===== config.mk =====
export PLATFORM = sky130hd
export DESIGN_NAME = door_access_controller
export DESIGN_NICKNAME = d
export VERILOG_FILES = /design/src/rtl/door_access_controller.sv
export SDC_FILE = /design/constraint.sdc
export NUM_CORES = 1
export LEC_CHECK = 0
export BUFFER_PORTS_ARGS = -buffer_cell sky130_fd_sc_hd__buf_4
export CORE_MARGIN = 2
export CORE_UTILIZATION = 35
export DETAILED_ROUTE_END_ITERATION = 10
export HOLD_SLACK_MARGIN = 0.05
export SYNTH_ARGS = -nofsm -noshare
export SYNTH_HDL_FRONTEND = slang
export SYNTH_SLANG_ARGS = --single-unit

===== constraint.sdc =====
create_clock -name clk -period 8.4 [get_ports clk]
set_input_delay 0.84 -clock clk [delete_from_list [all_inputs] [get_ports clk]]
set_output_delay 0.84 -clock clk [all_outputs]
set_load 0.01 [all_outputs]

===== src/rtl/door_access_controller.sv =====
// Keypad door-access controller: per-user numeric passwords, retry lockout and
// in-session password change. All outputs come straight from flops.
module door_access_controller #(
    parameter int NUM_USERS    = 10,
    parameter int NUM_DIGITS   = 4,
    parameter int MAX_FAIL     = 3,
    parameter int LOCK_CYCLES  = 1000,
    parameter int GRANT_CYCLES = 500
) (
    input  logic       clk,
    input  logic       reset,
    input  logic [3:0] digit_in,
    input  logic       digit_valid,
    input  logic       enter,
    input  logic       change,
    input  logic       cancel,
    output logic       unlock,
    output logic       deny,
    output logic       locked,
    output logic [3:0] user_id,
    output logic [3:0] digit_count,
    output logic       pw_changed
);

    localparam int BW   = 4 * NUM_DIGITS;
    localparam int TMAX = (LOCK_CYCLES > GRANT_CYCLES) ? LOCK_CYCLES : GRANT_CYCLES;
    localparam int TW   = (TMAX > 1) ? $clog2(TMAX) : 1;

    localparam logic [TW-1:0] GRANT_LAST = TW'(GRANT_CYCLES - 1);
    localparam logic [TW-1:0] LOCK_LAST  = TW'(LOCK_CYCLES - 1);
    localparam logic [3:0]    FULL_CNT   = 4'(NUM_DIGITS);
    localparam logic [3:0]    FAIL_LIM   = 4'(MAX_FAIL);

    typedef enum logic [2:0] {
        S_IDLE        = 3'd0,
        S_ENTRY       = 3'd1,
        S_CHECK       = 3'd2,
        S_GRANT       = 3'd3,
        S_DENY        = 3'd4,
        S_LOCKOUT     = 3'd5,
        S_CHG_NEW     = 3'd6,
        S_CHG_CONFIRM = 3'd7
    } state_t;

    // Factory password of a 1-based slot: every digit equals (slot mod 10).
    function automatic logic [BW-1:0] default_pw(input int slot);
        logic [BW-1:0] v;
        v = '0;
        for (int i = 0; i < NUM_DIGITS; i++) begin
            v[4*i +: 4] = 4'(slot % 10);
        end
        return v;
    endfunction

    state_t        state_q, state_d;
    logic [BW-1:0] entry_q, entry_d;
    logic [BW-1:0] tmp_q, tmp_d;
    logic [3:0]    cnt_q, cnt_d;
    logic [3:0]    fail_q, fail_d;
    logic [3:0]    uid_q, uid_d;
    logic [TW-1:0] tmr_q, tmr_d;
    logic [BW-1:0] pw_q [NUM_USERS];
    logic          unlock_q, deny_q, locked_q, pwc_q, pwc_d;
    logic          wr_en_s;
    logic          match_s;
    logic [3:0]    match_id_s;
    logic          digit_ok_s;
    logic          full_s;
    logic [BW-1:0] shifted_s;

    // Parallel compare of the entry buffer against every slot; lowest index wins.
    always_comb begin
        match_s    = 1'b0;
        match_id_s = 4'd0;
        for (int k = NUM_USERS - 1; k >= 0; k--) begin
            if (pw_q[k] == entry_q) begin
                match_s    = 1'b1;
                match_id_s = 4'(k + 1);
            end else begin
                match_s    = match_s;
            end
        end
    end

    // Keypad qualification and the buffer image after shifting in the new digit.
    always_comb begin
        digit_ok_s = digit_valid && (digit_in <= 4'd9) && (cnt_q < FULL_CNT);
        full_s     = (cnt_q == FULL_CNT);
        shifted_s  = (entry_q << 4) | BW'(digit_in);
    end

    // Next-state and datapath update; enter beats digit, cancel beats enter.
    always_comb begin
        state_d = state_q;
        entry_d = entry_q;
        tmp_d   = tmp_q;
        cnt_d   = cnt_q;
        fail_d  = fail_q;
        uid_d   = uid_q;
        tmr_d   = tmr_q;
        wr_en_s = 1'b0;
        pwc_d   = 1'b0;

        case (state_q)
            S_IDLE: begin
                if (digit_ok_s) begin
                    entry_d = shifted_s;
                    cnt_d   = cnt_q + 4'd1;
                    state_d = S_ENTRY;
                end else begin
                    state_d = S_IDLE;
                end
            end
            S_ENTRY: begin
                if (cancel) begin
                    state_d = S_IDLE;
                end else if (enter) begin
                    if (full_s) begin
                        state_d = S_CHECK;
                    end else begin
                        fail_d  = fail_q + 4'd1;
                        state_d = S_DENY;
                    end
                end else if (digit_ok_s) begin
                    entry_d = shifted_s;
                    cnt_d   = cnt_q + 4'd1;
                end else begin
                    state_d = S_ENTRY;
                end
            end
            S_CHECK: begin
                entry_d = '0;
                cnt_d   = 4'd0;
                if (match_s) begin
                    uid_d   = match_id_s;
                    fail_d  = 4'd0;
                    tmr_d   = '0;
                    state_d = S_GRANT;
                end else begin
                    fail_d  = fail_q + 4'd1;
                    state_d = S_DENY;
                end
            end
            S_GRANT: begin
                if (change) begin
                    entry_d = '0;
                    cnt_d   = 4'd0;
                    state_d = S_CHG_NEW;
                end else if (tmr_q == GRANT_LAST) begin
                    state_d = S_IDLE;
                end else begin
                    tmr_d = tmr_q + TW'(1);
                end
            end
            S_DENY: begin
                if (fail_q >= FAIL_LIM) begin
                    tmr_d   = '0;
                    state_d = S_LOCKOUT;
                end else begin
                    state_d = S_IDLE;
                end
            end
            S_LOCKOUT: begin
                if (tmr_q == LOCK_LAST) begin
                    fail_d  = 4'd0;
                    state_d = S_IDLE;
                end else begin
                    tmr_d = tmr_q + TW'(1);
                end
            end
            S_CHG_NEW: begin
                if (cancel) begin
                    state_d = S_IDLE;
                end else if (enter) begin
                    if (full_s) begin
                        tmp_d   = entry_q;
                        entry_d = '0;
                        cnt_d   = 4'd0;
                        state_d = S_CHG_CONFIRM;
                    end else begin
                        state_d = S_DENY;
                    end
                end else if (digit_ok_s) begin
                    entry_d = shifted_s;
                    cnt_d   = cnt_q + 4'd1;
                end else begin
                    state_d = S_CHG_NEW;
                end
            end
            S_CHG_CONFIRM: begin
                if (cancel) begin
                    state_d = S_IDLE;
                end else if (enter) begin
                    if (full_s && (entry_q == tmp_q)) begin
                        wr_en_s = 1'b1;
                        pwc_d   = 1'b1;
                        state_d = S_IDLE;
                    end else begin
                        state_d = S_DENY;
                    end
                end else if (digit_ok_s) begin
                    entry_d = shifted_s;
                    cnt_d   = cnt_q + 4'd1;
                end else begin
                    state_d = S_CHG_CONFIRM;
                end
            end
            default: begin
                state_d = S_IDLE;
            end
        endcase

        // Any return to IDLE wipes the session context.
        if (state_d == S_IDLE) begin
            entry_d = '0;
            cnt_d   = 4'd0;
            uid_d   = 4'd0;
        end else begin
            uid_d   = uid_d;
        end
    end

    // Password slots: factory values on reset, committed change otherwise.
    always_ff @(posedge clk or posedge reset) begin
        if (reset) begin
            for (int k = 0; k < NUM_USERS; k++) begin
                pw_q[k] <= default_pw(k + 1);
            end
        end else begin
            for (int k = 0; k < NUM_USERS; k++) begin
                if (wr_en_s && (uid_q == 4'(k + 1))) begin
                    pw_q[k] <= tmp_q;
                end
            end
        end
    end

    // Control state, datapath registers and flop-driven outputs.
    always_ff @(posedge clk or posedge reset) begin
        if (reset) begin
            state_q  <= S_IDLE;
            entry_q  <= '0;
            tmp_q    <= '0;
            cnt_q    <= 4'd0;
            fail_q   <= 4'd0;
            uid_q    <= 4'd0;
            tmr_q    <= '0;
            unlock_q <= 1'b0;
            deny_q   <= 1'b0;
            locked_q <= 1'b0;
            pwc_q    <= 1'b0;
        end else begin
            state_q  <= state_d;
            entry_q  <= entry_d;
            tmp_q    <= tmp_d;
            cnt_q    <= cnt_d;
            fail_q   <= fail_d;
            uid_q    <= uid_d;
            tmr_q    <= tmr_d;
            unlock_q <= (state_d == S_GRANT);
            deny_q   <= (state_d == S_DENY);
            locked_q <= (state_d == S_LOCKOUT);
            pwc_q    <= pwc_d;
        end
    end

    assign unlock      = unlock_q;
    assign deny        = deny_q;
    assign locked      = locked_q;
    assign pw_changed  = pwc_q;
    assign user_id     = uid_q;
    assign digit_count = cnt_q;

endmodule


==> qor.yml <==
status: "finished, final reports clean"
cts_buffers: 26
post-cts-setup-buffers: 0
fin_crit_ns: 3.57
die_w_um: 184
critPathMaxFanout: 14
p_int_w: 0.00206
wire_per_inst_um: 20.4
peakVddDrop_mv: 0.168
place_congestion: 0.867
worstPathArrival_ns: 3.98
hold_class: "in2async"
p_clk_share_pct: 36.9
vias: 7011
grt.met3_usage_pct: 2.56
first_iter_violations: 366
fin_setup_tns_ns: 0
p_switching_w: 0.000970
synth.most_common_cell: "mux2_2"
coreArea_um2: 31700
placedCellCount: 1295
combinationalPowerShare_pct: 25.1
crit_buf_inv: 0
period_share_pct: 42.5
drv_slew: 0
synth_nets: 935
cts_hold_buf: 0
r2r_slack_ns: 4.83
cp_top_family: "simple AND/OR/NAND/NOR gates"
path_depth: 7
drt_pass1_iterations: 5
tightest_slew_ns: 1.07
grt_max_degree: 94
layout-drive-gt1-share_pct: 35.3
wl_um: 27400
gr-usage-met2_pct: 27.2
die-height_um: 184
crit_path_frequent_cell: "nor4_1"
area_growth_pct: 11.2
cts_sinks: 221
ant_nets: 0
clk_path_buf_depth: 3
clock_latency_ns: 0.54
setup_viol: 0
syn_inst: 921
power_density_nw_per_um2: 241
final_core_util_pct: 39.7
std_cell_rows: 65
synth-edff-count: 0
slew_headroom_pct: 28.9
cts_resized: 0
r2r_cells: 7
drc: 0
grtUsageTotal_pct: 16.7
dp_hpwl_um: 17500
ios: 22
yosysTopAreaCell: "dfrtp_1"
antenna_found_initial: 0
synth.distinct_cells: 54
fmax_mhz: 280
start_util_pct: 35.7
cts_tree: "built"
grt_util_met1_pct: 23.1
cp_cell_sequence: "xnor2_1 > nand4_1 > nor4_1 > nor4_1 > a31oi_1 > nor3_1 > o211a_1"
synth_common_cells: "mux2_2 (176), dfrtp_1 (161), xnor2_1 (95)"
rsz0062_at_grt: "false"
r2r_end: "deny"
fin_skew_ns: 0.0312
finalHoldViolCount: 0
netlist_area_um2: 11300
cp.required_ns: 8.80
overflow: 0
power_w: 0.00303
via_per_inst: 5.22
cts-root-buf: "clkbuf_16"
crit_path_start_kind: "flip-flop"
ys_dominant_reg_cell: "dfrtp_1"
cp-end-kind: "flip-flop"
yosysTopAreaCellShare_pct: 35.6
switching_share_pct: 32.0
fin_nets: 935
antennaDiodeCount: 0
hold_ws_ns: 0.433
ys_ff_latch: 221
crit_type: "reg2reg"
fin_cells: 1343
async_reset_ff_share_pct: 100
portBuffers: 21
p_leak_nw: 5.94
dieArea_um2: 33800
syn_area_per_cell_um2: 12.3
drv_cap: 0
synth_area_leaders: "dfrtp_1 (36%), mux2_2 (18%), dfstp_2 (14%)"
critPathSlowestCell: "dfrtp_1"
ys_seq_area_share_pct: 49.6
r2r-start: "entry_q[4]"
grt_pass1_vias: 7187
cts_htree_levels: 1
nFillCells: 3000
pwr-share-seq_pct: 38.0
busiest_layer: "met2"
clk_pin_slew_ns: 0.06
ys_warn_count: 0
grt_pass1_wl_um: 43300
cpPeakStageDelay_ns: 0.89
metrics by stage:
stage | instance area [µm²] | setup WS, ns
final | 12600 | 4.83
after global routing | 12600 | 4.58
after CTS | 12600 | 4.88
after detailed placement | 11700 | 4.89
after global placement | 11700 | 4.94
after floorplan | 11300 | 1.61
power groups by stage:
stage	Combinational [W]	Clock (W)	Sequential, W
floorplan	0.000557	0	0.00114
global placement	0.000754	0	0.00117
detailed placement	0.000758	0	0.00117
CTS	0.000762	0.00115	0.00115
global route	0.000827	0.00120	0.00116
finish	0.000760	0.00112	0.00115
worst max-delay path by stage:
stage                 from         end
2_1_floorplan        reset        deny
3_3_place_gp         enter     pw_q[6]
3_5_place_dp   digit_valid  entry_q[1]
4_1_cts        entry_q[15]    pw_q[95]
5_1_grt         entry_q[4]    tmr_q[6]
6_report        entry_q[4]        deny
per-layer routing:
metal / share of wire (%) / vias to the layer above
met2: 47 / 131
met5: 0 / -
met4: 2.4 / 0
met1: 47 / 3623
met3: 4.0 / 39
li1: - / 3218
final cells by class:
cell class | instances | area (µm²) | area share [%]
timing repair buffer | 39 | 293 | 2.33
sequential | 221 | 5610 | 44.6
clock inverter | 7 | 121 | 0.965
inverter | 10 | 45.0 | 0.358
clock buffer | 41 | 727 | 5.78
tap | 402 | 503 | 4.00
multi-input combinational | 623 | 5290 | 42.0
cells by family after synthesis:
| logic type | synth area share, % |
|---|---|
| adder cells (fa/ha/maj) | 0.442 |
| flip-flops | 49.6 |
| AND/OR/NAND/NOR | 9.79 |
| AO/OA/AOI/OAI | 3.22 |
| multiplexers | 19.1 |
| buffers and inverters | 3.94 |
| XOR/XNOR | 13.9 |
cells in the final DEF (no fill, tap or decap), drive strengths merged, types with 12 or more instances in the layout:
master    n
mux2    177
dfrtp   161
xnor2    95
xor2     85
dfstp    60
nor2     47
clkbuf   41
buf      39
nand4    33
nor4     27
mux2i    17
a21oi    16
nand2    16
nand2b   12
flip-flops by register name, indices dropped and copies added (netlist names):
name	count
pw_q	160
entry_q	16
tmp_q	16
tmr_q	10
digit_count	4
fail_q	4
user_id	4
state_q	3
deny	1
locked	1
pw_changed	1
unlock	1
No activity file was read; power rests on OpenSTA's default activity.
